<file path="src/rtl/prio_encoder_rr.sv">
// prio_encoder_rr: parametrised N-to-log2(N) priority encoder with a single
// registered valid/ready output stage. MODE selects MSB-first (0), LSB-first
// (1) or round-robin (2) priority.
// Build option: define ONEHOT_CHECK_EN to enable multi-hot detection and the
// saturating err_cnt counter. Otherwise out_multi and err_cnt are tied to 0.
module prio_encoder_rr #(
  parameter int N     = 8,
  parameter int W     = $clog2(N),
  parameter int MODE  = 0,
  parameter int CNT_W = 8
) (
  input  logic             clk,
  input  logic             rst,
  input  logic             in_valid,
  output logic             in_ready,
  input  logic [N-1:0]     in_vec,
  output logic             out_valid,
  input  logic             out_ready,
  output logic [W-1:0]     out_idx,
  output logic             out_zero,
  output logic             out_multi,
  output logic [CNT_W-1:0] err_cnt
);

  logic         accept;
  logic         in_zero;
  logic [W-1:0] sel_idx;
  logic [W-1:0] ptr_next;

  logic         valid_d, valid_q;
  logic [W-1:0] idx_d, idx_q;
  logic         zero_d, zero_q;
  logic [W-1:0] rr_ptr_d, rr_ptr_q;

  assign in_ready  = !valid_q || out_ready;
  assign accept    = in_valid && in_ready;
  assign in_zero   = (in_vec == '0);
  assign out_valid = valid_q;
  assign out_idx   = idx_q;
  assign out_zero  = zero_q;

  // Priority selection of the winning bit index for the configured mode.
  always_comb begin
    int unsigned j;
    logic        found;
    sel_idx = '0;
    found   = 1'b0;
    j       = 0;
    if (MODE == 0) begin
      for (int unsigned i = 0; i < N; i++)
        if (in_vec[i]) sel_idx = W'(i);
    end else if (MODE == 1) begin
      for (int unsigned i = N; i > 0; i--)
        if (in_vec[i-1]) sel_idx = W'(i - 1);
    end else begin
      // Search upward from rr_ptr, wrapping to bit 0; first hit wins.
      for (int unsigned k = 0; k < N; k++) begin
        j = int'(rr_ptr_q) + k;
        if (j >= N) j = j - N;
        if (!found && in_vec[j]) begin
          sel_idx = W'(j);
          found   = 1'b1;
        end
      end
    end
  end

  // Round-robin pointer advance: one past the winner, wrapping at N.
  always_comb begin
    ptr_next = '0;
    if (int'(sel_idx) + 1 != N) ptr_next = W'(int'(sel_idx) + 1);
  end

  // Output stage and pointer next-state from the handshake.
  always_comb begin
    valid_d  = valid_q;
    idx_d    = idx_q;
    zero_d   = zero_q;
    rr_ptr_d = rr_ptr_q;
    if (accept) begin
      valid_d = 1'b1;
      idx_d   = sel_idx;
      zero_d  = in_zero;
      if (MODE == 2 && !in_zero) rr_ptr_d = ptr_next;
    end else if (out_ready) begin
      valid_d = 1'b0;
    end
  end

  // Output register and round-robin pointer with synchronous reset.
  always_ff @(posedge clk) begin
    if (rst) begin
      valid_q  <= 1'b0;
      idx_q    <= '0;
      zero_q   <= 1'b0;
      rr_ptr_q <= '0;
    end else begin
      valid_q  <= valid_d;
      idx_q    <= idx_d;
      zero_q   <= zero_d;
      rr_ptr_q <= rr_ptr_d;
    end
  end

`ifdef ONEHOT_CHECK_EN
  logic             in_multi;
  logic             multi_d, multi_q;
  logic [CNT_W-1:0] err_d, err_q;

  // More than one bit set iff clearing the lowest set bit leaves something.
  assign in_multi  = |(in_vec & (in_vec - N'(1)));
  assign out_multi = multi_q;
  assign err_cnt   = err_q;

  // Multi-hot flag follows the output register; counter saturates at all-ones.
  always_comb begin
    multi_d = multi_q;
    err_d   = err_q;
    if (accept) begin
      multi_d = in_multi;
      if (in_multi && err_q != '1) err_d = err_q + 1'b1;
    end
  end

  // Multi-hot flag and error counter registers.
  always_ff @(posedge clk) begin
    if (rst) begin
      multi_q <= 1'b0;
      err_q   <= '0;
    end else begin
      multi_q <= multi_d;
      err_q   <= err_d;
    end
  end
`else
  assign out_multi = 1'b0;
  assign err_cnt   = '0;
`endif

endmodule

</file>
<file path="config.mk">
export PLATFORM = sky130hd
export DESIGN_NAME = prio_encoder_rr
export DESIGN_NICKNAME = d
export VERILOG_FILES = /design/src/rtl/prio_encoder_rr.sv
export SDC_FILE = /design/constraint.sdc
export NUM_CORES = 1
export LEC_CHECK = 0
export BUFFER_PORTS_ARGS = -buffer_cell sky130_fd_sc_hd__buf_2
export CAP_MARGIN = 0
export CELL_PAD_IN_SITES_DETAIL_PLACEMENT = 1
export CELL_PAD_IN_SITES_GLOBAL_PLACEMENT = 1
export CORE_MARGIN = 8
export CORE_UTILIZATION = 23
export DETAILED_ROUTE_END_ITERATION = 10
export GPL_TIMING_DRIVEN = 0
export PLACE_DENSITY = 0.77
export SETUP_SLACK_MARGIN = 0.3
export SYNTH_ARGS = -nofsm -noshare
export SYNTH_HDL_FRONTEND = slang
export SYNTH_SLANG_ARGS = --single-unit
</file>
<file path="constraint.sdc">
create_clock -name clk -period 1.3 [get_ports clk]
set_input_delay 0.195 -clock clk [delete_from_list [all_inputs] [get_ports clk]]
set_output_delay 0.195 -clock clk [all_outputs]
set_load 0.05 [all_outputs]
</file>
Word-level counts from Yosys, hierarchy flattened:

Index checks and enable logic that the tools add are counted.

* register bits after elaboration: 5
* input bits: 12
* output and inout port bits: 15

* multiplexer cells: 9
* reduce and logical (&&, ||, !) cells: 5

Operator list (count)
* two-way mux 3 bit: 4
* zero test 8 bit: 1
* two-way mux 2 bit: 2
* two-way mux 1 bit: 3
* nonzero test 2 bit: 1
* logical AND 1 bit: 1
* zero test 1 bit: 1
* logical OR 1 bit: 1

Longest topological paths before layout:

Gate-level depths: netlist of run 1.

* depth after elaboration: 7
* depth in mapped cells: 4
* mapped depth without buffers: 3

Worst setup path after synthesis of run 1:

Ideal clock, no wire load.

* kind: flip-flop to flip-flop
* from: register valid_q (netlist: out_valid)
* to: register idx_q[0] (netlist: out_idx[0])
* arrival time: 1.375 ns
* required time: 1.212 ns
* path slack: -0.163 ns
* cell stages (with the launch flop): 5
* cells stage by stage: dfxtp_1 -> nand2b_1 -> buf_2 -> and2_4 -> a311oi_2

* word-level cells in the longest chain between the ends: 3

RTL lines
* start: declaration: line 30 `logic valid_d, valid_q;`
* start signal: assignment: line 98 `valid_q <= valid_d;`
* zero test 1 bit: line 35 `assign in_ready = !valid_q || out_ready;`
* logical OR 1 bit: line 35
* net in_ready: line 15 `output logic in_ready,`
* logical AND 1 bit: line 36 `assign accept = in_valid && in_ready;`
* end signal: assignment: line 99 `idx_q <= idx_d;`
* end: declaration: line 31 `logic [W-1:0] idx_d, idx_q;`

The timed path passes the listed nets, and every way through them passes these cells.
A chain may end at the register's enable or synchronous reset.

Worst setup path in the final report of run 1:

* from: register valid_q (netlist: out_valid)
* to: register idx_q[0] (netlist: out_idx[0])

* word-level cells in the longest chain between the ends: 3

RTL lines (line)
* zero test 1 bit: 35
* logical OR 1 bit: 35
* logical AND 1 bit: 36

No other way between the ends.

==> impl_metrics.toml, run 1 <==
[die]
start_util = 0.2462
ios = 27
die_area_um2 = 2843
core-area_um2 = 1301
die_x_um = 53.32
num_rows = 13
die_h_um = 53.32

[worst_setup_path]
rr_startpoint = "out_valid$_SDFFE_PP0P_"
path_common_cell = "buf_6"
max_stage_delay_ns = 0.35
worstPathCellList = "nand2b_4, buf_6, buf_6, and2_4, a311oi_2"
r2r_end = "out_idx[0]$_SDFFE_PP0P_"
start_kind = "flip-flop"
end_kind = "flip-flop"
ff2ff_path_depth = 5
critPathSlowestCell = "dfxtp_4"
path_class = "flip-flop to flip-flop"
path_max_fanout = 4
cp_data_arrival_time_ns = 1.25
worst_ep_required_time_ns = 1.45
r2r_setup_slack_ns = 0.20

[clocking]
h-tree-depth = 1
clkTransAtPathRegs_ns = 0.04
cts.sinks = 5
cts_tree = "yes"
postCtsHoldBufs = 0
numCtsBuffers = 3
cts_buffer_depth = 2
clockRootBuffer = "clkbuf_4"
clk_latency_ns = 0.24

[yosys]
syn_area_per_cell_um2 = 8.213
synth_cells = 39
ys_ff_latch = 5
yosys_warnings = 0
yosysUniqueCellTypes = 17
ys_seq_area_frac = 0.3125
syn-cell-area_um2 = 320.3

[drt]
ant_nets = 0
wirelength_um = 990
via_count = 355
wl_per_cell_um = 11.65
initialDrtViolationCount = 0
dr.pass1.iters = 1
drc = 0
vias_per_cell = 4.176

[placed_design]
placed_cells = 79
io_buffers = 17
dp_hpwl_um = 807.1
gp_congestion = 0.7109

[timing]
max_freq_ghz = 0.9114
setup_violations = 0
period_minus_slack_ns = 1.097
finalCritPeriodShare = 0.8440
hold_viol = 0
slew_viol_final = 0
tns_ns = 0
worst_clock_skew_ns = 0.001910
rsz0062_at_grt = "true"

[pwr]
power.leakage_nw = 0.2880
netSwitchingPower_mw = 0.2101
clockPowerShare = 0.313
power_frac_comb = 0.384
swShare = 0.3719
ir_drop_mv = 0.3001
internal_power_mw = 0.3548
powerDensity_nw_per_um2 = 998.8
pwr-share-seq = 0.303

[run_status]
status = "completed"

[finish]
n_antenna_cell = 0
seqCellArea_um2 = 103.9
num-fill-cells = 167
fin_nets = 83
drive_gt1_frac = 0.5857
synthToLayoutAreaGrowth_pct = 76.56
final_cells = 85
multiInputGateArea_um2 = 195.2

[global_routing]
grt_max_degree = 8
track_usage = 0.07135
grt_pass1_vias = 383
antenna_found_initial = 0
overflow = 0
grt_pass1_wl_mm = 1.531

[flow_run]
maxCapViolCount = 0

[min_path]
hold_start = "rst"
hp-class = "primary input to flip-flop"
holdPathEnd = "out_zero$_SDFFE_PP0P_"
hold_path_depth = 2
[synth_stat cells]
master    n  area, µm²
o21ai_0   1      5.000
buf_2     1      5.000
nand2b_1  2      12.51
a221o_1   1      10.01
a21bo_2   1      10.01
nor2_1    3      11.26
a21oi_1   5      25.02
nor4_1    2      12.51
a211oi_1  1      7.510
inv_1     3      11.26
a311oi_2  1      15.01
a311oi_1  1      8.760
dfxtp_1   5      100.1
and2_4    1      8.760
nand4_1   1      6.260
buf_4     9      67.56
conb_1    1      3.750
[cells by family after synthesis]
kind of cell / synth area share
buffers and inverters: 0.2617
and+or+nand+nor: 0.1602
AOI/OAI and AO/OA: 0.2539
other: 0.01171
DFF: 0.3125
[sequential cells by signal (all words and copies together) (netlist names)]
name	count
out_zero	1
out_valid	1
out_idx	3
[cell usage in the layout, fill, tap and decap left out]
cell type / synthesis / layout
nor4_1: 2 / 1
dfxtp_4: 0 / 1
a211oi_2: 0 / 1
a21oi_1: 5 / 4
a311oi_2: 1 / 2
conb_1: 1 / 9
a221o_1: 1 / 1
nor4_2: 0 / 1
nor2_1: 3 / 3
and2_4: 1 / 1
buf_2: 1 / 12
buf_8: 0 / 1
dfxtp_1: 5 / 4
a21bo_2: 1 / 1
clkbuf_4: 0 / 3
nand2b_4: 0 / 1
nand4_1: 1 / 1
buf_6: 0 / 4
clkbuf_1: 0 / 1
o21ai_0: 1 / 1
nand2b_1: 2 / 1
a21oi_2: 0 / 1
inv_1: 3 / 3
buf_4: 9 / 12
[repair_timing]
action / CTS / global route
resized for setup: 7 / 8
endpoints found under the setup margin: 6 / 8
endpoints found under the hold margin: 0 / 0
buffers inserted: 2 / 0
pin swaps: 0 / 5
[per-layer routing]
metal  part of all wire  vias to the layer above  track usage
li1                   -                      180            -
met1               0.42                      156      0.08764
met2               0.48                       19      0.09961
met3               0.11                        0      0.02521
met4                  0                        0      0.05042
met5                  0                        -            0
[power groups by stage]
stage / sequential [mW] / clock, mW / combinational, mW
after floorplan: 0.205 / 0 / 0.114
after global placement: 0.170 / 0 / 0.189
after detailed placement: 0.171 / 0 / 0.190
after CTS: 0.169 / 0.189 / 0.203
after global routing: 0.172 / 0.199 / 0.230
final: 0.171 / 0.177 / 0.217
[cell type report]
type	count	area share
Buffer	10	0.1394
Timing Repair Buffer	19	0.2323
Multi-Input combinational cell	29	0.3451
Tap cell	15	0.03319
Sequential cell	5	0.1836
Clock buffer	4	0.04646
Inverter	3	0.01991
[worst max path at each step]
| stage | from | to | slack (ns) |
|---|---|---|---|
| global placement | in_vec[4] | out_zero$_SDFFE_PP0P_ | 0.20 |
| CTS | out_valid$_SDFFE_PP0P_ | in_ready | 0.19 |
| floorplan | out_valid$_SDFFE_PP0P_ | out_idx[1]$_SDFFE_PP0P_ | 0.22 |
| global route | out_valid$_SDFFE_PP0P_ | out_idx[1]$_SDFFE_PP0P_ | 0.16 |
| detailed placement | in_vec[4] | out_zero$_SDFFE_PP0P_ | 0.23 |
| finish | out_valid$_SDFFE_PP0P_ | out_idx[0]$_SDFFE_PP0P_ | 0.20 |
[metrics by stage]
step	util	setup WS (ns)	instance area [µm²]	hold WS [ns]	power (mW)
global route	0.4346	0.1645	565.5	0.1991	0.6003
global placement	0.3567	0.1993	464.2	0.4295	0.3588
finish	0.4346	0.2028	565.5	0.1929	0.5649
floorplan	-	0.2183	360.3	0.2544	0.3190
CTS	0.4038	0.1946	525.5	0.1721	0.5606
detailed placement	0.3567	0.2332	464.2	0.4308	0.3610
[critical path: cells and delay by family (launching register included)]
| kind | cells | cell delay [ns] |
|---|---|---|
| DFF | 1 | 0.35 |
| buffers and inverters | 2 | 0.23 |
| AOI/OAI and AO/OA | 1 | 0.24 |
| and+or+nand+nor | 2 | 0.20 |
Note: power is estimated with default switching activity, not from simulation.
==> inputs of run 2 (changes only) <==
ABC_AREA = 1   (was unset)
CORE_UTILIZATION = 20   (was 23)
PLACE_DENSITY = 0.73   (was 0.77)
clock period = 0.9 ns   (was 1.3 ns; I/O delays follow)
==> impl_metrics.toml, run 2 <==
[clocking]
h-tree-depth = 1
cts.sinks = 5
cts_buffer_depth = 2
cts_tree = "yes"
numCtsBuffers = 3
clockRootBuffer = "clkbuf_4"
postCtsHoldBufs = 0
clkTransAtPathRegs_ns = 0.05
clk_latency_ns = 0.25

[timing]
layout_setup_ws_ns = -0.05692
setup_violations = 2
tns_ns = -0.1056
rsz0062_at_grt = "true"
worst_hold_slack_ns = 0.06551
slew_viol_final = 0
hold_viol = 0
period_minus_slack_ns = 0.9569
worst_clock_skew_ns = 0.0001354
max_freq_ghz = 1.045
finalCritPeriodShare = 1.063

[min_path]
hold_start = "rst"
holdPathEnd = "out_zero$_SDFFE_PP0P_"
hp-class = "primary input to flip-flop"
hold_path_depth = 2

[drt]
via_count = 377
wl_per_cell_um = 10.38
met2_length_um = 489
dr.pass1.iters = 2
drc = 0
met1_length_um = 380
ant_nets = 0
vias_per_cell = 3.927
wirelength_um = 996
met3_length_um = 112
routed.top_layer = "met4"
initialDrtViolationCount = 3

[die]
die_area_um2 = 3208
die_x_um = 56.64
start_util = 0.2167
die_h_um = 56.64
ios = 27
num_rows = 14
core-area_um2 = 1524

[placed_design]
gp_congestion = 0.6805
pre_cts_ws_ns = -0.00005923
dpl_cell_area_um2 = 486.7
io_buffers = 17
dp_hpwl_um = 810.7
placed_cells = 89

[yosys]
synth.largest_area_cell = "dfxtp_1"
yosysUniqueCellTypes = 15
synth_common_cells = "buf_4, nand2_1, inv_1, dfxtp_1"
synth_top_area_share = 0.3030
syn_area_per_cell_um2 = 6.882
synth_ff_type = "dfxtp_1"
ys_ff_latch = 5
syn-cell-area_um2 = 330.3
yosys_warnings = 0
ys_seq_area_frac = 0.3030
async_reset_ff_frac = 0
synth_cells = 48
synth_area_leaders = "dfxtp_1, buf_4, nand2_1"
synth_edf_count = 0

[global_routing]
track_usage = 0.06050
grt_pass1_wl_mm = 1.518
overflow = 0
grt_max_degree = 6
antenna_found_initial = 0
grt_pass1_vias = 387

[finish]
final_common_cell = "buf_4"
drive_gt1_frac = 0.5625
final_cell_mix = "buf_4, buf_2, nand2_1, conb_1, inv_1"
fin_util = 0.3924
fin_nets = 93
final_cells = 96
num-fill-cells = 199
n_antenna_cell = 0
stdcell_area_um2 = 598.1
largest_register_ffs = 3
synthToLayoutAreaGrowth_pct = 81.06

[pwr]
ir_drop_mv = 0.4680
powerDensity_nw_per_um2 = 1427
power.total_mw = 0.8534
power.leakage_nw = 0.3297

[run_status]
violations = "negative setup slack"
status = "complete, but fails checks"

[worst_setup_path]
worst_ep_required_time_ns = 0.76
r2r_end = "out_idx[1]$_SDFFE_PP0P_"
r2r_setup_slack_ns = 0.01
path_class = "flip-flop to primary output"
cp_data_arrival_time_ns = 0.82
rr_startpoint = "out_valid$_SDFFE_PP0P_"
ff2ff_path_depth = 5
end_kind = "primary output"
start_kind = "flip-flop"
path_max_fanout = 3

[flow_run]
maxCapViolCount = 0
## run 2: changes by cell type in the layout (fill, tap and decap cells not counted), sizes merged, moves of 2 or more
cell and change:
nand2b -2, nand2 +11, nor2 +2, nor4 -2, a311oi -2, o21ai +2
inv +5
## run 2: how the worst max path moves through the flow
stage / start / to / depth (start not counted)
after floorplan: out_valid$_SDFFE_PP0P_ / out_idx[1]$_SDFFE_PP0P_ / 5
after global placement: out_ready / out_idx[0]$_SDFFE_PP0P_ / 7
after detailed placement: out_ready / out_idx[0]$_SDFFE_PP0P_ / 7
after CTS: out_valid$_SDFFE_PP0P_ / in_ready / 2
after global routing: out_valid$_SDFFE_PP0P_ / in_ready / 2
final: out_valid$_SDFFE_PP0P_ / in_ready / 2
## run 2: metal layers
layer,vias up,GRT usage
li1,190,-
met1,168,0.05096
met2,17,0.1003
met3,2,0.04045
met4,0,0.04124
met5,-,0
## run 2: what timing repair did
action | in CTS | in global routing
buffers inserted | 1 | 2
gates cloned | 0 | 0
endpoints found under the hold margin | 0 | 0
resized for setup | 19 | 0
endpoints found under the setup margin | 11 | 11
## run 2: cell type report
class	count	area [µm²]	share of cell area
Buffer	9	67.56	0.1130
Clock buffer	4	26.28	0.04393
Inverter	8	30.03	0.05021
Multi-Input combinational cell	34	185.2	0.3096
Sequential cell	5	108.9	0.1820
Tap cell	16	20.02	0.03347
Timing Repair Buffer	20	160.2	0.2678
## run 2: cell families (layout without fill, tap and decap cells)
group	count (synthesis)	count (layout)	synth area share
AOI/OAI and AO/OA	8	8	0.1401
buffers and inverters	17	41	0.2954
DFF	5	5	0.3030
other	1	9	0.01135
and+or+nand+nor	17	17	0.2500
## run 2: power by group
group          leakage [nW]  internal, mW  switching (mW)
logic                 0.272         0.115           0.208
clock network        0.0150         0.169           0.107
registers            0.0433         0.239          0.0152
total                 0.330         0.522           0.331
## run 2: critical path, stage by stage (launching register included)
cell and delay (ns):
dfxtp_4 0.37, nand2_8 0.06, buf_8 0.15
